**src/rtl/load_store_unit.sv**
```systemverilog
// Byte-addressed load/store front end for a word-indexed data_mem; sub-word stores use read-modify-write.
// Optional MEM_BOUNDS_CHECK_EN: word index beyond DEPTH raises resp_err instead of wrapping.
module load_store_unit #(
  parameter int N     = 32,
  parameter int DEPTH = 32
) (
  input  logic         clk,
  input  logic         rst_n,
  input  logic         req_valid,
  output logic         req_ready,
  input  logic         req_we,
  input  logic [1:0]   req_size,
  input  logic         req_unsigned,
  input  logic [N-1:0] req_addr,
  input  logic [N-1:0] req_wdata,
  output logic         resp_valid,
  output logic [N-1:0] resp_rdata,
  output logic         resp_err,
  output logic [N-1:0] mem_addr,
  output logic [N-1:0] mem_wdata,
  output logic         mem_we,
  input  logic [N-1:0] mem_rdata
);
  localparam int AW = $clog2(DEPTH);

  typedef enum logic [1:0] {IDLE, RD, WR, RESP} state_t;

  state_t     state;
  logic       op_we;
  logic [1:0] op_size;
  logic       op_unsigned;
  logic [1:0] op_lane;
  logic       req_err;
  logic       accept;

  // Replace only the addressed byte/half of the old word.
  function automatic logic [N-1:0] merge_word(input logic [N-1:0] old_word,
                                              input logic [N-1:0] wdata,
                                              input logic [1:0]   size,
                                              input logic [1:0]   lane);
    logic [N-1:0] merged;
    merged = old_word;
    if (size == 2'b00)
      merged[{lane, 3'b000} +: 8] = wdata[7:0];
    else
      merged[{lane[1], 4'b0000} +: 16] = wdata[15:0];
    return merged;
  endfunction

  function automatic logic [N-1:0] extend_load(input logic [N-1:0] rdata,
                                               input logic [1:0]   size,
                                               input logic         uns,
                                               input logic [1:0]   lane);
    logic [7:0]  b;
    logic [15:0] h;
    b = rdata[{lane, 3'b000} +: 8];
    h = rdata[{lane[1], 4'b0000} +: 16];
    case (size)
      2'b00:   return uns ? {{(N-8){1'b0}}, b}  : {{(N-8){b[7]}}, b};
      2'b01:   return uns ? {{(N-16){1'b0}}, h} : {{(N-16){h[15]}}, h};
      default: return rdata;
    endcase
  endfunction

  always_comb begin
    req_err = 1'b0;
    case (req_size)
      2'b11:   req_err = 1'b1;
      2'b01:   req_err = req_addr[0];
      2'b10:   req_err = |req_addr[1:0];
      default: req_err = 1'b0;
    endcase
`ifdef MEM_BOUNDS_CHECK_EN
    if (|req_addr[N-1:AW+2]) req_err = 1'b1;
`endif
  end

`ifndef MEM_BOUNDS_CHECK_EN
  // Upper address bits are intentionally dropped: the index wraps modulo DEPTH.
  logic unused_addr_hi;
  assign unused_addr_hi = |req_addr[N-1:AW+2];
`endif

  assign accept = req_valid & req_ready;

  always_ff @(posedge clk or negedge rst_n) begin
    if (!rst_n) begin
      state       <= IDLE;
      req_ready   <= 1'b1;
      resp_valid  <= 1'b0;
      resp_err    <= 1'b0;
      resp_rdata  <= '0;
      mem_we      <= 1'b0;
      mem_addr    <= '0;
      mem_wdata   <= '0;
      op_we       <= 1'b0;
      op_size     <= 2'b00;
      op_unsigned <= 1'b0;
      op_lane     <= 2'b00;
    end else begin
      case (state)
        IDLE: begin
          if (accept) begin
            op_we       <= req_we;
            op_size     <= req_size;
            op_unsigned <= req_unsigned;
            op_lane     <= req_addr[1:0];
            mem_addr    <= {{(N-AW){1'b0}}, req_addr[AW+1:2]};
            mem_wdata   <= req_wdata;
            req_ready   <= 1'b0;
            if (req_err) begin
              state      <= RESP;
              resp_valid <= 1'b1;
              resp_err   <= 1'b1;
              resp_rdata <= '0;
            end else if (req_we && req_size == 2'b10) begin
              state  <= WR;
              mem_we <= 1'b1;
            end else begin
              state <= RD;
            end
          end
        end
        // Old word sampled here: either load data or the base for a sub-word merge.
        RD: begin
          if (op_we) begin
            mem_wdata <= merge_word(mem_rdata, mem_wdata, op_size, op_lane);
            mem_we    <= 1'b1;
            state     <= WR;
          end else begin
            resp_rdata <= extend_load(mem_rdata, op_size, op_unsigned, op_lane);
            resp_err   <= 1'b0;
            resp_valid <= 1'b1;
            state      <= RESP;
          end
        end
        WR: begin
          mem_we     <= 1'b0;
          resp_rdata <= '0;
          resp_err   <= 1'b0;
          resp_valid <= 1'b1;
          state      <= RESP;
        end
        RESP: begin
          resp_valid <= 1'b0;
          req_ready  <= 1'b1;
          state      <= IDLE;
        end
        default: state <= IDLE;
      endcase
    end
  end
endmodule

```
**config.mk**
```make
export PLATFORM = sky130hd
export DESIGN_NAME = load_store_unit
export DESIGN_NICKNAME = d
export VERILOG_FILES = /design/src/rtl/load_store_unit.sv
export SDC_FILE = /design/constraint.sdc
export NUM_CORES = 1
export LEC_CHECK = 0
export ABC_AREA = 1
export BUFFER_PORTS_ARGS = -buffer_cell sky130_fd_sc_hd__clkbuf_2
export CAP_MARGIN = 20
export CORE_MARGIN = 4
export CORE_UTILIZATION = 53
export CTS_CLUSTER_SIZE = 25
export DETAILED_ROUTE_END_ITERATION = 8
export PLACE_DENSITY = 0.85
export SKIP_CTS_REPAIR_TIMING = 1
export SYNTH_ARGS = -nofsm -noshare
export SYNTH_HDL_FRONTEND = slang
export SYNTH_SLANG_ARGS = --single-unit
```
**constraint.sdc**
```tcl
create_clock -name clk -period 5.9 [get_ports clk]
set_input_delay 0.295 -clock clk [delete_from_list [all_inputs] [get_ports clk]]
set_output_delay 0.295 -clock clk [all_outputs]
set_load 0.05 [all_outputs]
```
# Word-level counts from Yosys, hierarchy flattened
# Index checks and enable logic that the tools add are counted.
[op_classes] n_eq_ne=13 mux=32 add_sub_neg=2 shift=6 bitwise=1 reduce_logical=13
[op_table] cell="$mux 32" n=8
[op_table] cell="$pmux 32 s2" n=2
[op_table] cell="$pmux 32 s3" n=1
[op_table] cell="$bwmux 32" n=2
[op_table] cell="$shift 16x7->32 const A" n=1
[op_table] cell="$shift 8x7->32 const A" n=1
[op_table] cell="$shiftx 16x7->32" n=1
[op_table] cell="$shiftx 32x6->16" n=1
[op_table] cell="$shiftx 32x6->8" n=1
[op_table] cell="$shiftx 8x7->32" n=1
[op_table] cell="$neg 5->7" n=2
[op_table] cell="$ne 2x2->1 const B" n=6
[op_table] cell="$mux 1" n=10
[op_table] cell="$pmux 1 s3" n=3
[op_table] cell="$eq 2x2->1 const B" n=4
[op_table] cell="$pmux 2 s4" n=1
[op_table] cell="$eq 2x1->1 const B" n=3
[op_table] cell="$mux 2" n=3
[op_table] cell="$reduce_and 3->1" n=2
[op_table] cell="$reduce_and 5->1" n=1
[op_table] cell="$logic_not 2->1" n=2
[op_table] cell="$pmux 1 s4" n=1
[op_table] cell="$reduce_and 2->1" n=2
[op_table] cell="$reduce_and 4->1" n=1
[op_table] cell="6 further kinds" n=7
[word_totals] input_bits=103 wordCells=79 output_inout_bits=100 reg_bits=81

# Depth between registers and ports, before layout
# Gate-level depths: netlist of the first run.
[logic_depth] depth_word=6 ltp_mapped=12 ltp_nobuf=10

# Worst setup path after synthesis of the first run
# OpenSTA, ideal clock, no wires.
[synth_timing] kind="register to register" startpoint="register op_lane[1]" endpoint="register mem_wdata[23]" path_buffers=3 t_required_ns=5.782 path_stages_with_launch=13 synth_period_minus_slack_ns=1.860 path_slack_ns=4.040 arrival_time_ns=1.742 setup_ns=0.118 cell_sequence="dfrtp_1 buf_4 inv_4 buf_2 ha_1 clkinv_1 buf_2 nand2_1 o21ai_0 o211ai_1 nand2_1 nand2_1 nand2_1"
[synth_via] elab_chain_len=6 word_cells_on_any_way=11 classes_between="2 x add/sub; 4 x shift; 5 x mux"
[synth_rtl] element="from (decl)" line="32" source="logic [1:0] op_lane;"
[synth_rtl] element="from (signal assigned)" line="107" source="op_lane <= req_addr[1:0];"
[synth_rtl] element="$neg 5->7, on equally long branches" line="46, 44"
[synth_rtl] element="$shiftx 16x7->32, or another cell as far along" line="46" source="merged[{lane[1], 4'b0000} +: 16] = wdata[15:0];"
[synth_rtl] element="$bwmux 32, on equally long branches" line="46, 44"
[synth_rtl] element="$mux 32 *" line="43" source="if (size == 2'b00)"
[synth_rtl] element="$mux 32 *" line="126" source="if (op_we) begin"
[synth_rtl] element="$pmux 32 s2 *" line="101" source="case (state)"
[synth_rtl] element="to (signal assigned)" line="109" source="mem_wdata <= req_wdata;"
[synth_rtl] element="to (signal assigned)" line="127" source="mem_wdata <= merge_word(mem_rdata, mem_wdata, op_size, op_lane);"
[synth_rtl] element="to (decl)" line="20" source="output logic [N-1:0] mem_wdata,"
# Every way passes the cells marked *; elsewhere a longest branch is shown, timed or not. The select of a mux whose other input is x is not followed.
# A chain may end at the register's enable or synchronous reset.

# Worst setup path in the final report of the first run
[layout_timing] startpoint="register state[1]" endpoint="register mem_wdata[16]"
[layout_via] elab_chain_len=3 word_cells_on_any_way=7 classes_between="3 x eq/ne; 1 x mux; 3 x reduce/logical"
[layout_rtl] element="from (decl)" line="28" source="state_t state;"
[layout_rtl] element="from (signal assigned)" line="88" source="state <= IDLE;"
[layout_rtl] element="from (signal assigned)" line="112" source="state <= RESP;"
[layout_rtl] element="from (signal assigned)" line="117" source="state <= WR;"
[layout_rtl] element="$eq 2x1->1 or $logic_not 2->1 (tied branches)" line="101"
[layout_rtl] element="$ne 2x2->1 (no source line) or $reduce_bool 2->1 (tied branches)"
[layout_rtl] element="$reduce_and 3->1 (no source line)"
# Several ways; a longest one is shown, not always the timed one.

==> metrics.txt, run 1 <==
# TYPE chip_impl_metric gauge
chip_impl_metric{name="final-max-slew-violation-count",unit=""} 0
chip_impl_metric{name="path_depth",unit=""} 8
chip_impl_metric{name="clock_insertion_delay_worst_skew",unit="ns"} 0.36
chip_impl_metric{name="power.internal",unit="W"} 0.00178
chip_impl_metric{name="postSynth.asyncResetShare",unit=""} 1.00
chip_impl_metric{name="grt_pass1_wl",unit="um"} 25400
chip_impl_metric{name="drv_cap",unit=""} 0
chip_impl_metric{name="power_density",unit="mW/mm^2"} 677
chip_impl_metric{name="nets",unit=""} 1014
chip_impl_metric{name="insertedDiodeCount",unit=""} 0
chip_impl_metric{name="synth_enable_flop_cells",unit=""} 0
chip_impl_metric{name="grt_max_degree",unit=""} 82
chip_impl_metric{name="mean_area_per_synthesized_cell",unit="um^2"} 6.89
chip_impl_metric{name="synth_sequential_area_ratio",unit=""} 0.379
chip_impl_metric{name="post_synth_inst_count",unit=""} 776
chip_impl_metric{name="route.detailed.vias_per_inst",unit=""} 5.24
chip_impl_metric{name="placed_cells_incl_taps",unit=""} 1022
chip_impl_info{name="cp_common_cell",value="nor2_1"} 1
chip_impl_info{name="rsz0062_at_grt",value="false"} 1
chip_impl_info{name="synth.top_cells.by_area",value="dfrtp_1, nand2_1, nor2_1"} 1
chip_impl_metric{name="ff2ff_path_depth",unit=""} 8
chip_impl_metric{name="grt_pass1_vias",unit=""} 5041
chip_impl_metric{name="place_hpwl",unit="um"} 11900
chip_impl_metric{name="final_cells",unit=""} 1040
chip_impl_metric{name="setup_total_negative_slack",unit="ns"} 0
chip_impl_info{name="cts_tree",value="built"} 1
chip_impl_metric{name="number_of_input_and_output_port_buffers_inserted",unit=""} 150
chip_impl_metric{name="timing.final.setup_violations",unit=""} 0
chip_impl_info{name="crit_chain",value="inv_1 > ha_1 > inv_2 > nor2_2 > o211ai_1 > nand3_1 > nor2_1 > nor2_1"} 1
chip_impl_metric{name="worst-slew-pin-transition",unit="ns"} 1.03
chip_impl_metric{name="layout.area.seq",unit="mm^2"} 0.00203
chip_impl_metric{name="comb_power_share",unit=""} 0.632
chip_impl_metric{name="pin_count",unit=""} 203
chip_impl_metric{name="start_util",unit=""} 0.545
chip_impl_metric{name="power.total",unit="W"} 0.00423
chip_impl_metric{name="synth_top_area_frac",unit=""} 0.374
chip_impl_metric{name="power_switching",unit="W"} 0.00245
chip_impl_metric{name="worst_clock_skew",unit="ns"} 0.0135
chip_impl_metric{name="final.period_utilization",unit=""} 0.454
chip_impl_info{name="synth_commonest_cells",value="nand2_1, dfrtp_1, nor2_1, o21ai_0, inv_1"} 1
chip_impl_metric{name="drt_iter0_markers",unit=""} 446
chip_impl_metric{name="final-hold-violation-count",unit=""} 0
chip_impl_metric{name="pwr-share-clk",unit=""} 0.126
chip_impl_info{name="path_class",value="reg -> reg"} 1
chip_impl_metric{name="grt_overflow",unit=""} 0
chip_impl_metric{name="placement_rows",unit=""} 36
chip_impl_metric{name="cp.required",unit="ns"} 6.19
chip_impl_metric{name="final_core_util",unit=""} 0.636
chip_impl_metric{name="antenna_found_initial",unit=""} 0
chip_impl_metric{name="clock_tree.htree_level_count",unit=""} 3
chip_impl_info{name="outcome",value="completed"} 1
chip_impl_metric{name="grt_usage",unit=""} 0.274
chip_impl_info{name="synth_top_area_cell",value="dfrtp_1"} 1
chip_impl_info{name="cts_root_buffer",value="clkbuf_8"} 1
chip_impl_metric{name="fill_cells",unit=""} 989
chip_impl_metric{name="multiInputGateArea",unit="mm^2"} 0.00281
chip_impl_metric{name="wire_per_inst",unit="um"} 15.5
chip_impl_metric{name="critPathArrivalTime",unit="ns"} 2.97
chip_impl_metric{name="die_h",unit="um"} 108
chip_impl_metric{name="synth.cell_area",unit="mm^2"} 0.00535
chip_impl_metric{name="total_cts_buffers",unit=""} 9
chip_impl_metric{name="p_seq_frac",unit=""} 0.242
chip_impl_metric{name="yosys.cell_types.count",unit=""} 40
chip_impl_metric{name="dieArea",unit="mm^2"} 0.0118
chip_impl_metric{name="power.share.switching",unit=""} 0.580
chip_impl_metric{name="synth_to_final_area_change",unit="%"} 16.8
chip_impl_metric{name="total_leakage_power",unit="nW"} 3.50
chip_impl_metric{name="ys_seq_elements",unit=""} 81
chip_impl_metric{name="time_the_final_worst_path_needs_with_i_o_delays_and_setup",unit="ns"} 2.68
chip_impl_metric{name="total_number_of_vias",unit=""} 5447
chip_impl_metric{name="fmax",unit="MHz"} 373
chip_impl_metric{name="vdd.ir_drop.worst",unit="mV"} 0.333
chip_impl_metric{name="dr.pass1.iters",unit=""} 6
chip_impl_info{name="setup.worst_path.start_class",value="register"} 1
chip_impl_metric{name="finalWirelength",unit="um"} 16100
chip_impl_info{name="synthFlopType",value="dfrtp_1"} 1
chip_impl_metric{name="cts.path.max_buffers",unit=""} 2
chip_impl_metric{name="drive_gt1_frac",unit=""} 0.218
chip_impl_info{name="hp-class",value="in -> reg"} 1
chip_impl_metric{name="number_of_buffer_and_inverter_instances_along_the_worst_setup_path",unit=""} 2
chip_impl_metric{name="postRouteAntennaNets",unit=""} 0
chip_impl_info{name="post-synth-top-count-cell",value="nand2_1"} 1
chip_impl_metric{name="synth_warnings",unit=""} 0
chip_impl_metric{name="floorplan.die.width",unit="um"} 108
chip_impl_metric{name="design.core.area",unit="mm^2"} 0.00982
chip_impl_info{name="top_cell_family_by_delay_on_the_critical_path",value="simple AND/OR/NAND/NOR gates"} 1
chip_impl_metric{name="cts.clk_slew.worst_paths",unit="ns"} 0.08
chip_impl_info{name="slowest_stage",value="ha_1"} 1
chip_impl_metric{name="clock_sink_count",unit=""} 81
chip_impl_metric{name="cpPeakStageDelay",unit="ns"} 0.63
chip_impl_info{name="endpoint_kind",value="register"} 1
chip_impl_metric{name="relSlewSlack",unit=""} 0.312
chip_impl_metric{name="crit_path_max_fanout",unit=""} 35
chip_impl_metric{name="drc",unit=""} 0
chip_impl_metric{name="finalWeightedCongestion",unit=""} 0.958
chip_impl_metric{name="hold-path-cell-count",unit=""} 3
-- state kept, by name (all words and copies together) (netlist names) --
name / count
op_size: 2
mem_wdata: 32
resp_valid: 1
mem_we: 1
op_unsigned: 1
state: 2
resp_rdata: 32
req_ready: 1
resp_err: 1
op_lane: 2
mem_addr: 5
op_we: 1
-- kinds of logic (layout without fill, tap and decap cells) --
| kind of cell | count (synthesis) | after routing | share of synthesized area |
|---|---|---|---|
| compound gates | 131 | 131 | 0.144 |
| fa+ha+maj | 9 | 9 | 0.0211 |
| buf+inv | 113 | 218 | 0.114 |
| flops | 81 | 81 | 0.379 |
| other cells | 1 | 27 | 0.000701 |
| simple gates | 441 | 441 | 0.341 |
-- final cells by class --
cell class | count | area share
Multi-Input combinational cell | 608 | 0.449
Sequential cell | 81 | 0.325
Timing Repair Buffer | 153 | 0.127
Inverter | 49 | 0.0310
Tap cell | 133 | 0.0266
Clock buffer | 11 | 0.0210
Clock inverter | 5 | 0.0206
-- worst paths after layout --
path                            endpoint  slack, ns        start
max                        mem_wdata[16]       3.22     state[1]
min                          mem_addr[4]       0.14  req_addr[6]
max reg2reg                mem_wdata[16]       3.22     state[1]
min reg2reg                  mem_addr[2]       0.48  mem_addr[2]
max in group asynchronous  resp_rdata[6]       4.81        rst_n
min in group asynchronous  mem_wdata[13]       0.49        rst_n
-- power groups by stage --
stage          Combinational [W]  Sequential (W)  Clock [W]
2_1_floorplan            0.00142         0.00174          0
3_3_place_gp             0.00261         0.00102          0
3_5_place_dp             0.00265         0.00103          0
4_1_cts                  0.00266         0.00102   0.000543
5_1_grt                  0.00292         0.00105   0.000565
6_report                 0.00267         0.00102   0.000534
-- layout by cell type (no fill, tap or decap), types with 3 or more instances in the layout --
cell	Yosys	layout
nand2_1	311	311
o21ai_1	7	7
ha_1	9	9
inv_2	7	7
a21oi_1	23	23
a22oi_1	15	15
clkbuf_2	0	149
nor2_1	80	80
bufinv_16	0	4
clkbuf_8	0	9
dfrtp_1	80	80
o21ai_0	52	52
o21ai_2	3	3
o22ai_1	17	17
nand2_2	5	5
nand3_1	31	31
conb_1	1	27
inv_1	38	38
o211ai_1	8	8
-- tightest hold or removal path: cells and delay by family --
kind | cells | cell delay [ns]
buf+inv | 1 | 0.07
simple gates | 2 | 0.09
-- stage by stage --
step / hold slack (ns) / setup slack, ns / instance area, um^2
after floorplan: -0.000591 / 4.04 / 5450
after global placement: 0.453 / 3.33 / 5960
after detailed placement: 0.458 / 3.25 / 5960
after CTS: 0.123 / 3.22 / 6220
after global routing: 0.131 / 2.96 / 6250
final: 0.140 / 3.22 / 6250
-- metal layers --
metal | track usage | up-vias | wire (um)
met2 | 0.414 | 259 | 7390
met4 | 0.0947 | 0 | 444
li1 | - | 2684 | -
met3 | 0.0472 | 41 | 1330
met1 | 0.395 | 2463 | 6950
met5 | 0 | - | 0
(Power assumes the default switching activity.)
==> run 2, diff against run 1 <==
--- a/config.mk
+++ b/config.mk
@@ -9,10 +9,10 @@
 export BUFFER_PORTS_ARGS = -buffer_cell sky130_fd_sc_hd__clkbuf_2
 export CAP_MARGIN = 20
 export CORE_MARGIN = 4
-export CORE_UTILIZATION = 53
+export CORE_UTILIZATION = 50
 export CTS_CLUSTER_SIZE = 25
 export DETAILED_ROUTE_END_ITERATION = 8
-export PLACE_DENSITY = 0.85
+export PLACE_DENSITY = 0.81
 export SKIP_CTS_REPAIR_TIMING = 1
 export SYNTH_ARGS = -nofsm -noshare
 export SYNTH_HDL_FRONTEND = slang
==> constraint.sdc (replaced) <==
create_clock -name clk -period 2.58 [get_ports clk]
set_input_delay 0.129 -clock clk [delete_from_list [all_inputs] [get_ports clk]]
set_output_delay 0.129 -clock clk [all_outputs]
set_load 0.05 [all_outputs]
==> metrics.txt, run 2 (synthesis gave the netlist of run 1 again) <==
# TYPE chip_impl_metric gauge
chip_impl_info{name="outcome",value="finished with violations"} 1
chip_impl_info{name="violations_in_the_final_reports",value="negative hold slack"} 1
chip_impl_metric{name="final-max-slew-violation-count",unit=""} 0
chip_impl_metric{name="postRouteAntennaNets",unit=""} 0
chip_impl_metric{name="postLayoutCellArea",unit="mm^2"} 0.00631
chip_impl_metric{name="cts.path.max_buffers",unit=""} 2
chip_impl_metric{name="dr.pass1.iters",unit=""} 5
chip_impl_metric{name="finalWirelength",unit="um"} 15900
chip_impl_metric{name="drt_iter0_markers",unit=""} 494
chip_impl_metric{name="floorplan.die.width",unit="um"} 111
chip_impl_metric{name="drc",unit=""} 0
chip_impl_metric{name="insertedDiodeCount",unit=""} 0
chip_impl_metric{name="power.total",unit="W"} 0.00958
chip_impl_metric{name="route.detailed.vias_per_inst",unit=""} 5.12
chip_impl_metric{name="final.period_utilization",unit=""} 0.816
chip_impl_metric{name="placement.setup.worst_slack",unit="ns"} 0.509
chip_impl_metric{name="clock_tree.htree_level_count",unit=""} 3
chip_impl_metric{name="drive_gt1_frac",unit=""} 0.222
chip_impl_metric{name="total_leakage_power",unit="nW"} 3.53
chip_impl_metric{name="clock_insertion_delay_worst_skew",unit="ns"} 0.37
chip_impl_metric{name="crit_path_max_fanout",unit=""} 23
chip_impl_info{name="rsz0062_at_grt",value="false"} 1
chip_impl_metric{name="cts.clk_slew.worst_paths",unit="ns"} 0.09
chip_impl_metric{name="total_number_of_vias",unit=""} 5389
chip_impl_metric{name="antenna_found_initial",unit=""} 0
chip_impl_metric{name="layout.area.seq",unit="mm^2"} 0.00203
chip_impl_metric{name="finalWeightedCongestion",unit=""} 0.961
chip_impl_metric{name="relSlewSlack",unit=""} 0.622
chip_impl_metric{name="fmax",unit="MHz"} 475
chip_impl_metric{name="route.met2.wl",unit="um"} 7090
chip_impl_info{name="largest_registers",value="mem_wdata (32), resp_rdata (32), mem_addr (5)"} 1
chip_impl_metric{name="wire_per_inst",unit="um"} 15.1
chip_impl_metric{name="grt_max_degree",unit=""} 82
chip_impl_metric{name="design.core.area",unit="mm^2"} 0.0104
chip_impl_metric{name="worst-slew-pin-transition",unit="ns"} 0.567
chip_impl_info{name="hp-class",value="in -> reg"} 1
chip_impl_info{name="layout_common_cells",value="nand2_1, clkbuf_2, nor2_1, dfrtp_1, o21ai_0"} 1
chip_impl_metric{name="die_h",unit="um"} 111
chip_impl_metric{name="power_density",unit="mW/mm^2"} 1520
chip_impl_metric{name="vdd.ir_drop.worst",unit="mV"} 0.726
chip_impl_metric{name="wirelength_met1",unit="um"} 6870
chip_impl_metric{name="worst_clock_skew",unit="ns"} 0.0132
chip_impl_metric{name="number_of_input_and_output_port_buffers_inserted",unit=""} 150
chip_impl_metric{name="total_cts_buffers",unit=""} 9
chip_impl_metric{name="nets",unit=""} 1023
chip_impl_metric{name="drv_cap",unit=""} 0
chip_impl_metric{name="dieArea",unit="mm^2"} 0.0124
chip_impl_info{name="path_class",value="reg -> reg"} 1
chip_impl_metric{name="clock_sink_count",unit=""} 81
chip_impl_metric{name="post_dp_cell_area",unit="mm^2"} 0.00600
chip_impl_metric{name="grt_pass1_wl",unit="um"} 25400
chip_impl_metric{name="cp.required",unit="ns"} 2.88
chip_impl_metric{name="grt_overflow",unit=""} 0
chip_impl_metric{name="placement_rows",unit=""} 37
chip_impl_metric{name="final-hold-violation-count",unit=""} 3
chip_impl_metric{name="critPathArrivalTime",unit="ns"} 2.41
chip_impl_metric{name="time_the_final_worst_path_needs_with_i_o_delays_and_setup",unit="ns"} 2.11
chip_impl_metric{name="whs",unit="ns"} -0.0358
chip_impl_info{name="cts_tree",value="built"} 1
chip_impl_metric{name="multiInputGateArea",unit="mm^2"} 0.00281
chip_impl_metric{name="start_util",unit=""} 0.516
chip_impl_metric{name="timing.final.setup_violations",unit=""} 0
chip_impl_info{name="layout.cells.most_common",value="nand2_1"} 1
chip_impl_info{name="setup.worst_path.start_class",value="register"} 1
chip_impl_metric{name="synth_to_final_area_change",unit="%"} 18.0
chip_impl_metric{name="fill_cells",unit=""} 1022
chip_impl_metric{name="met3_wirelength",unit="um"} 1380
chip_impl_metric{name="place_hpwl",unit="um"} 12000
chip_impl_metric{name="pin_count",unit=""} 203
chip_impl_metric{name="grt_usage",unit=""} 0.253
chip_impl_info{name="cts_root_buffer",value="clkbuf_8"} 1
chip_impl_metric{name="setup_total_negative_slack",unit="ns"} 0
chip_impl_metric{name="setup_slack_after_layout",unit="ns"} 0.474
chip_impl_info{name="max_layer_used",value="met4"} 1
chip_impl_info{name="endpoint_kind",value="register"} 1
chip_impl_metric{name="grt_pass1_vias",unit=""} 5021
## run 2: changes by cell type in the layout (fill, tap and decap cells not counted)
cell	previous run	this run
buf_16	0	1
bufinv_16	4	3
clkinv_2	0	1
dlygate4sd3_1	1	5
buf_4	2	7
buf_12	1	0
## run 2: worst paths after layout
check                           slack (ns)  cells past startpoint   startpoint             to
worst max-delay path                  0.47                      9     state[1]  mem_wdata[16]
worst min-delay path                 -0.04                      3  req_addr[5]    mem_addr[3]
worst max register to register        0.47                      9     state[1]  mem_wdata[16]
worst min register to register        0.48                      2       mem_we         mem_we
max in group asynchronous             1.72                      3        rst_n      req_ready
min in group asynchronous             0.21                      2        rst_n  mem_wdata[18]
## run 2: final cells by class
cell class                 count  area share
clock buffer                  11      0.0208
clock inverter                 5      0.0165
inverter                      49      0.0307
multi-input combinational    608       0.445
sequential                    81       0.321
tap                          136      0.0270
timing repair buffer         162       0.139
## run 2: worst max-delay path, stage by stage (launching register included)
cell and delay, ns:
dfrtp_1 0.42, inv_1 0.09, ha_1 0.38, buf_4 0.25
nand2_1 0.12, inv_2 0.32, o21ai_0 0.14, a21oi_1 0.17
nor2_1 0.07, nor2_1 0.08
## run 2: per-stage QoR
stage,util,instances,hold slack (ns)
after floorplan,-,802,-0.167
after global placement,0.578,1030,0.328
after detailed placement,0.578,1030,0.333
after CTS,0.601,1046,-0.0484
after global routing,0.608,1052,0.00123
final,0.608,1052,-0.0358
## run 2: report_power, final
part	leakage (nW)	switching, W	internal, W
combinational	2.39	0.00464	0.00151
sequential	1.03	0.000450	0.00186
clock	0.118	0.000475	0.000644
total	3.53	0.00557	0.00402
## run 2: metal layers
metal / track usage / vias up
li1: - / 2698
met5: 0 / -
met3: 0.0511 / 45
met2: 0.389 / 247
met1: 0.345 / 2399
met4: 0.117 / 0
